$ cat src/rtl/bcd_countdown_mod10.sv
// Multi-digit BCD down-counter with an internal prescaler.
// The counter is loaded with a start value and, while enabled, steps down
// once every PRESCALE enabled cycles. Each digit counts mod 10 and borrows
// from the digits above it. Done pulses once when a running count reaches 0.
//
// Handshake: there is no valid/ready pair. Load is a one-cycle command that
// takes effect on the next edge and overrides everything except Reset.
// Tick and Done are single-cycle pulses that are registered together with the
// Output value they describe.
module bcd_countdown_mod10 #(
   parameter int DIGITS   = 2,
   parameter int PRESCALE = 50_000_000,
   parameter int PS_W     = 26
) (
   input  logic                  clk_50M,
   input  logic                  Reset,
   input  logic                  Load,
   input  logic [4*DIGITS-1:0]   Load_value,
   input  logic                  Enable,
   output logic [4*DIGITS-1:0]   Output,
   output logic                  Tick,
   output logic                  Zero,
   output logic                  Done,
   output logic [1:0]            dbg_state
);

   typedef enum logic [1:0] {
      S_IDLE = 2'd0,
      S_RUN  = 2'd1,
      S_DONE = 2'd2
   } state_t;

   localparam logic [PS_W-1:0] PS_LAST = PS_W'(PRESCALE - 1);

   state_t                state, state_nxt;
   logic [PS_W-1:0]       ps_count, ps_nxt;
   logic [4*DIGITS-1:0]   count_nxt;
   logic [4*DIGITS-1:0]   clamp_value;
   logic [4*DIGITS-1:0]   dec_value;
   logic                  tick_nxt, done_nxt;
   logic                  step;
   logic                  borrow;
   logic [3:0]            load_digit;

   assign dbg_state = state;

   // A step happens on the edge where an enabled running prescaler wraps.
   assign step = (state == S_RUN) && Enable && (ps_count == PS_LAST);

   // Clamp every loaded digit above 9 down to 9.
   always_comb begin
      clamp_value = '0;
      load_digit  = '0;
      for (int k = 0; k < DIGITS; k++) begin
         load_digit = Load_value[4*k +: 4];
         clamp_value[4*k +: 4] = (load_digit > 4'd9) ? 4'd9 : load_digit;
      end
   end

   // Borrow-chained decrement: a digit moves only when all lower digits are 0.
   always_comb begin
      dec_value = Output;
      borrow    = 1'b1;
      for (int k = 0; k < DIGITS; k++) begin
         if (borrow) begin
            dec_value[4*k +: 4] = (Output[4*k +: 4] == 4'd0) ? 4'd9
                                                             : Output[4*k +: 4] - 4'd1;
         end
         borrow = borrow && (Output[4*k +: 4] == 4'd0);
      end
   end

   // State register plus the registered datapath outputs.
   always_ff @(posedge clk_50M) begin
      if (!Reset) begin
         state    <= S_IDLE;
         ps_count <= '0;
         Output   <= '0;
         Tick     <= 1'b0;
         Done     <= 1'b0;
         Zero     <= 1'b1;
      end else begin
         state    <= state_nxt;
         ps_count <= ps_nxt;
         Output   <= count_nxt;
         Tick     <= tick_nxt;
         Done     <= done_nxt;
         Zero     <= (count_nxt == '0);
      end
   end

   // Next-state logic; Load always returns to IDLE.
   always_comb begin
      state_nxt = state;
      if (Load) begin
         state_nxt = S_IDLE;
      end else begin
         case (state)
            S_IDLE:  if (Enable && (Output != '0)) state_nxt = S_RUN;
            S_RUN:   if (step && (dec_value == '0)) state_nxt = S_DONE;
            S_DONE:  state_nxt = S_DONE;
            default: state_nxt = S_IDLE;
         endcase
      end
   end

   // Output/datapath next values: load, prescale advance, or count step.
   always_comb begin
      count_nxt = Output;
      ps_nxt    = ps_count;
      tick_nxt  = 1'b0;
      done_nxt  = 1'b0;
      if (Load) begin
         count_nxt = clamp_value;
         ps_nxt    = '0;
      end else if ((state == S_RUN) && Enable) begin
         if (step) begin
            ps_nxt    = '0;
            count_nxt = dec_value;
            tick_nxt  = 1'b1;
            done_nxt  = (dec_value == '0);
         end else begin
            ps_nxt = ps_count + 1'b1;
         end
      end
   end

endmodule

$ cat config.mk
export PLATFORM = sky130hd
export DESIGN_NAME = bcd_countdown_mod10
export DESIGN_NICKNAME = d
export VERILOG_FILES = /design/src/rtl/bcd_countdown_mod10.sv
export SDC_FILE = /design/constraint.sdc
export NUM_CORES = 1
export LEC_CHECK = 0
export BUFFER_PORTS_ARGS = -buffer_cell sky130_fd_sc_hd__clkbuf_2
export CAP_MARGIN = 15
export CELL_PAD_IN_SITES_DETAIL_PLACEMENT = 0
export CELL_PAD_IN_SITES_GLOBAL_PLACEMENT = 1
export CORE_ASPECT_RATIO = 0.5
export CORE_MARGIN = 3
export CORE_UTILIZATION = 35
export CTS_BUF_LIST = sky130_fd_sc_hd__clkbuf_2
export DETAILED_ROUTE_END_ITERATION = 10
export HOLD_SLACK_MARGIN = 0.03
export PLACE_DENSITY_LB_ADDON = 0.15
export SLEW_MARGIN = 20
export SYNTH_ARGS = -nofsm -noshare
export SYNTH_HDL_FRONTEND = slang
export SYNTH_SLANG_ARGS = --single-unit
$ cat constraint.sdc
create_clock -name clk_50M -period 2.7 [get_ports clk_50M]
set_input_delay 0.405 -clock clk_50M [delete_from_list [all_inputs] [get_ports clk_50M]]
set_output_delay 0.405 -clock clk_50M [all_outputs]
set_load 0.02 [all_outputs]
== Yosys cells after proc, flatten, opt, wreduce, memory -nomap -nowiden ==
Index checks and enable logic that the tools add are counted.
Storage, ports and cells
  bits in registers: 39
  input bits: 12
  output and inout bits: 13
  word-level logic and storage cells: 46
Operators by class
  add/sub/neg operators: 3
  order comparisons: 2
  equal/unequal tests: 5
  multiplexer cells: 13
  bitwise gates (word level): 3
  reduce and logical (&&, ||, !) cells: 14
Operators by type and width (number)
  $add A26 B1 Y26 const B: 1
  $eq A26 B26 Y1 const B: 1
  $mux W26: 1
  $mux W8: 3
  $mux W4: 5
  $logic_not A8 Y1: 2
  $gt A4 B4 Y1 const B: 2
  $logic_not A4 Y1: 2
  $reduce_bool A8 Y1: 1
  $sub A4 B1 Y4 const B: 2
  $pmux W2 S3: 1
  $logic_and A1 B1 Y1: 4
  $mux W2: 2
  $reduce_or A4 Y1: 1
  $not A1 Y1: 3
  $reduce_or A3 Y1: 1
  $eq A2 B1 Y1 const B: 1
  $eq A2 B2 Y1 const B: 1
  $logic_not A2 Y1: 1
  $ne A2 B1 Y1 const B: 1
  $ne A2 B2 Y1 const B: 1
  $reduce_and A2 Y1: 1
  $reduce_or A2 Y1: 1
  $mux W1: 1

== Longest topological paths before layout ==
  depth after elaboration: 7
  depth in mapped cells: 8
  depth with buffers taken out: 8

== Worst setup path after synthesis ==
Ideal clock, no wire load.
  kind: register to register
  start: register Output[1]
  end: register Zero
  setup time: 0.096 ns
  arrival time: 2.298 ns
  required time: 2.604 ns
  path slack: 0.306 ns
  stages on the path, launching flop included: 7
  buffers on the path: 0
  clock period less this slack: 2.394 ns
  cells stage by stage: dfxtp_1 > or4_4 > or4_1 > o31a_1 > o31ai_1 > nand3_1 > o41ai_2
Between the ends
  word-level cells in the longest chain between the ends: 6
  elaborated cells between the ends (all ways): 8
  classes of those cells: 1 x add/sub; 5 x mux; 2 x reduce/logical
RTL lines
  from (decl): RTL line 20  | output logic [4*DIGITS-1:0] Output,
  from (signal assigned): RTL line 85  | Output <= count_nxt;
  $sub A4 B1 Y4 / $logic_not A4 Y1 (equally long branches): RTL line 67, 66, 69
  $mux W4, on equally long branches: RTL line 66, 65
  $mux W8: RTL line 117  | if (step) begin
  $mux W8 (*): RTL line 116  | end else if ((state == S_RUN) && Enable) begin
  $mux W8 (*): RTL line 113  | if (Load) begin
  $logic_not A8 Y1 (*): RTL line 88  | Zero <= (count_nxt == '0);
  to (signal assigned): RTL line 88
  to (decl): RTL line 22  | output logic Zero,
Every way passes the cells marked *; elsewhere a longest branch is shown, timed or not.
A chain may end at the register's enable or synchronous reset.

== Worst setup path after layout ==
  start: register ps_count[24]
  end: register Zero
Between the ends
  word-level cells in the longest chain between the ends: 6
RTL lines
  from (decl): RTL line 36  | logic [PS_W-1:0] ps_count, ps_nxt;
  from (signal assigned): RTL line 84  | ps_count <= ps_nxt;
  $eq A26 B26 Y1: RTL line 48  | assign step = (state == S_RUN) && Enable && (ps_count == PS_LAST);
  $logic_and A1 B1 Y1: RTL line 48
  $mux W8: RTL line 117
  $mux W8: RTL line 116
  $mux W8: RTL line 113
  $logic_not A8 Y1: RTL line 88
No other way between the ends.

==> impl_metrics.tcl <==
set metrics [dict create \
    status "finished, final reports clean" \
    root_buffer "clkbuf_2" \
    grt_first_pass_wirelength_um 8410 \
    crit_path_start_kind "flip-flop" \
    synth_top_area_frac 0.371 \
    place_area_um2 2320 \
    pin_count 25 \
    ir_drop_mv 0.197 \
    start_util 0.374 \
    required_ns 3.02 \
    cp.arrival_ns 2.88 \
    syn-num-nets 257 \
    fin_tns_setup_ns 0 \
    tritoncts "done" \
    place_congestion 0.830 \
    hold_start "Reset" \
    viasPerCell 5.17 \
    crit_type "flip-flop to flip-flop" \
    max_cap_viol_count 0 \
    antenna_found_initial 0 \
    r2r_setup_slack_ns 0.14 \
    finClkSkew_ns 0.0286 \
    ys_seq_area_frac 0.371 \
    route.detailed.drc 0 \
    r2r-end "Zero" \
    synth.cell_area_um2 2110 \
    synth-main-ff-cell "dfxtp_1" \
    dieHeight_um 60.8 \
    hold_end "Zero" \
    synthCells 241 \
    n_antenna_cell 0 \
    routed_wl_um 4900 \
    worst_pin_slew_ns 0.610 \
    slew_headroom 0.589 \
    drt_first_iter_violations 57 \
    cts_sinks 39 \
    num_rows 19 \
    cts_max_level 2 \
    clkLatencyLatePin_ns 0.41 \
    die_w_um 116 \
    overflow 0 \
    synth_area_per_cell_um2 8.74 \
    first_pass_iters 4 \
    maxSlewViolCount 0 \
    cp_max_fo 4 \
    min_path_cells 2 \
    yosysMostFrequentCell "nor2_1" \
    grt_start_max_net_pins 24 \
    synth.distinct_cells 56 \
    reg2reg_from "ps_count[24]" \
    nets 291 \
    numCtsBuffers 5 \
    antenna_left 0 \
    p_total_uw 1080 \
    yosys.area.top_type "dfxtp_1" \
    vias 1799 \
    post-route-period-util 0.949 \
    cellLeakagePower_uw 0.000920 \
    yosys-top-cells-area "dfxtp_1 37%, nor2_1 7.5%, xor2_1 5.8%" \
    endpoint_kind "flip-flop" \
    fill_cells 581 \
    dp_hpwl_um 3690 \
    reg2reg_depth 6 \
    fp.coreArea_um2 5630 \
    wl_per_cell_um 14.1 \
    track_usage 0.153 \
    clk_pin_slew_ns 0.22 \
    io_buffers 24 \
    die_area_um2 7040 \
    cts_hold_buf 0 \
    hold_violations 0 \
    synth.ff_latch_count 39 \
    max_freq_mhz 390 \
    synthToLayoutAreaGrowth_pct 15.2 \
    drive_gt1_frac 0.215 \
    setup_viol_count_final 0 \
    period_minus_slack_ns 2.56 \
    async_reset_ff_frac 0 \
    grt_pass1_vias 1672 \
    synth-edff-count 0 \
    yosysWarnings 0 \
    hp-class "input port to flip-flop" \
    finish.instance_area_um2 2420 \
    rsz0062_at_grt "no" \
    synth_common_cells "42 x nor2_1, 39 x dfxtp_1, 18 x nand2_1" \
    power.density_nw_per_um2 446 \
    clock_path_buffers 2 \
]
## registers in the layout, indices dropped and copies added, names as in the netlist
signal / cells
ps_count: 26
Output: 8
dbg_state: 2
Done: 1
Tick: 1
Zero: 1
## metal layers
layer / vias to the layer above / track usage / share of wire
met5: - / 0 / 0
met4: 0 / 0.0397 / 0.0096
met3: 7 / 0.0388 / 0.029
met2: 21 / 0.236 / 0.44
met1: 840 / 0.216 / 0.52
li1: 931 / - / -
## stage by stage
stage	hold slack, ns	cells	utilization	worst slack, ns
floorplan	0.445	241	-	0.306
global placement	0.455	338	0.412	0.269
detailed placement	0.468	338	0.412	0.219
CTS	0.203	345	0.423	0.132
global route	0.193	348	0.430	0.00386
finish	0.232	348	0.430	0.139
## timing repair
item,CTS,global route
setup endpoints to repair,0,1
gates resized for setup,0,5
setup buffers,0,3
## critical path, stage by stage (launching register included)
cell and delay (ns):
dfxtp_2 0.39, or4b_4 0.55, nor4_4 0.41, nand3_2 0.15, mux2_4 0.33, o41a_1 0.33
o41ai_2 0.30
## layout make-up
type / instances / area (um2) / share of cell area
timing repair buffer: 31 / 173 / 0.0712
sequential: 39 / 783 / 0.323
clock inverter: 2 / 37.5 / 0.0155
inverter: 6 / 22.5 / 0.00929
multi-input combinational: 192 / 1290 / 0.533
tap: 73 / 91.3 / 0.0377
clock buffer: 5 / 25.0 / 0.0103
## layout by cell type, fill, tap and decap left out, drive strengths merged, types with 3 or more instances in the layout
| master | n |
|---|---|
| and3 | 5 |
| nand4 | 12 |
| nand3 | 11 |
| ha | 4 |
| buf | 7 |
| and4 | 3 |
| clkbuf | 29 |
| nand2 | 18 |
| nor4b | 3 |
| nor3 | 5 |
| inv | 6 |
| nor4 | 5 |
| or2 | 3 |
| mux2i | 5 |
| o21ai | 3 |
| or3 | 3 |
| nor2 | 42 |
| nor2b | 4 |
| dfxtp | 39 |
| xor2 | 14 |
| xnor2 | 10 |
| nand3b | 3 |
| a21oi | 8 |
## report_power, final
| part | switching [uW] | total, uW | internal, uW |
|---|---|---|---|
| clock | 205 | 356 | 151 |
| combinational | 71.8 | 122 | 50.7 |
| sequential | 15.0 | 602 | 587 |
| total | 292 | 1080 | 789 |
## cells by family (layout without fill, tap and decap cells)
group / Yosys count / count (layout) / synth area share
multiplexers: 6 / 6 / 0.0309
AO/OA/AOI/OAI: 27 / 27 / 0.0951
adder cells (fa/ha/maj): 4 / 4 / 0.0238
AND/OR/NAND/NOR: 131 / 131 / 0.358
XOR/XNOR: 24 / 24 / 0.0998
flip-flops: 39 / 39 / 0.371
buffers and inverters: 10 / 44 / 0.0220
## worst max path at each step
stage / start / to / cells past startpoint
floorplan: Output[1] / Zero / 6
finish: ps_count[24] / Zero / 6
detailed placement: ps_count[11] / Zero / 6
CTS: ps_count[11] / Zero / 6
global placement: ps_count[24] / Zero / 6
global route: ps_count[24] / Zero / 7
(Power assumes the default switching activity.)
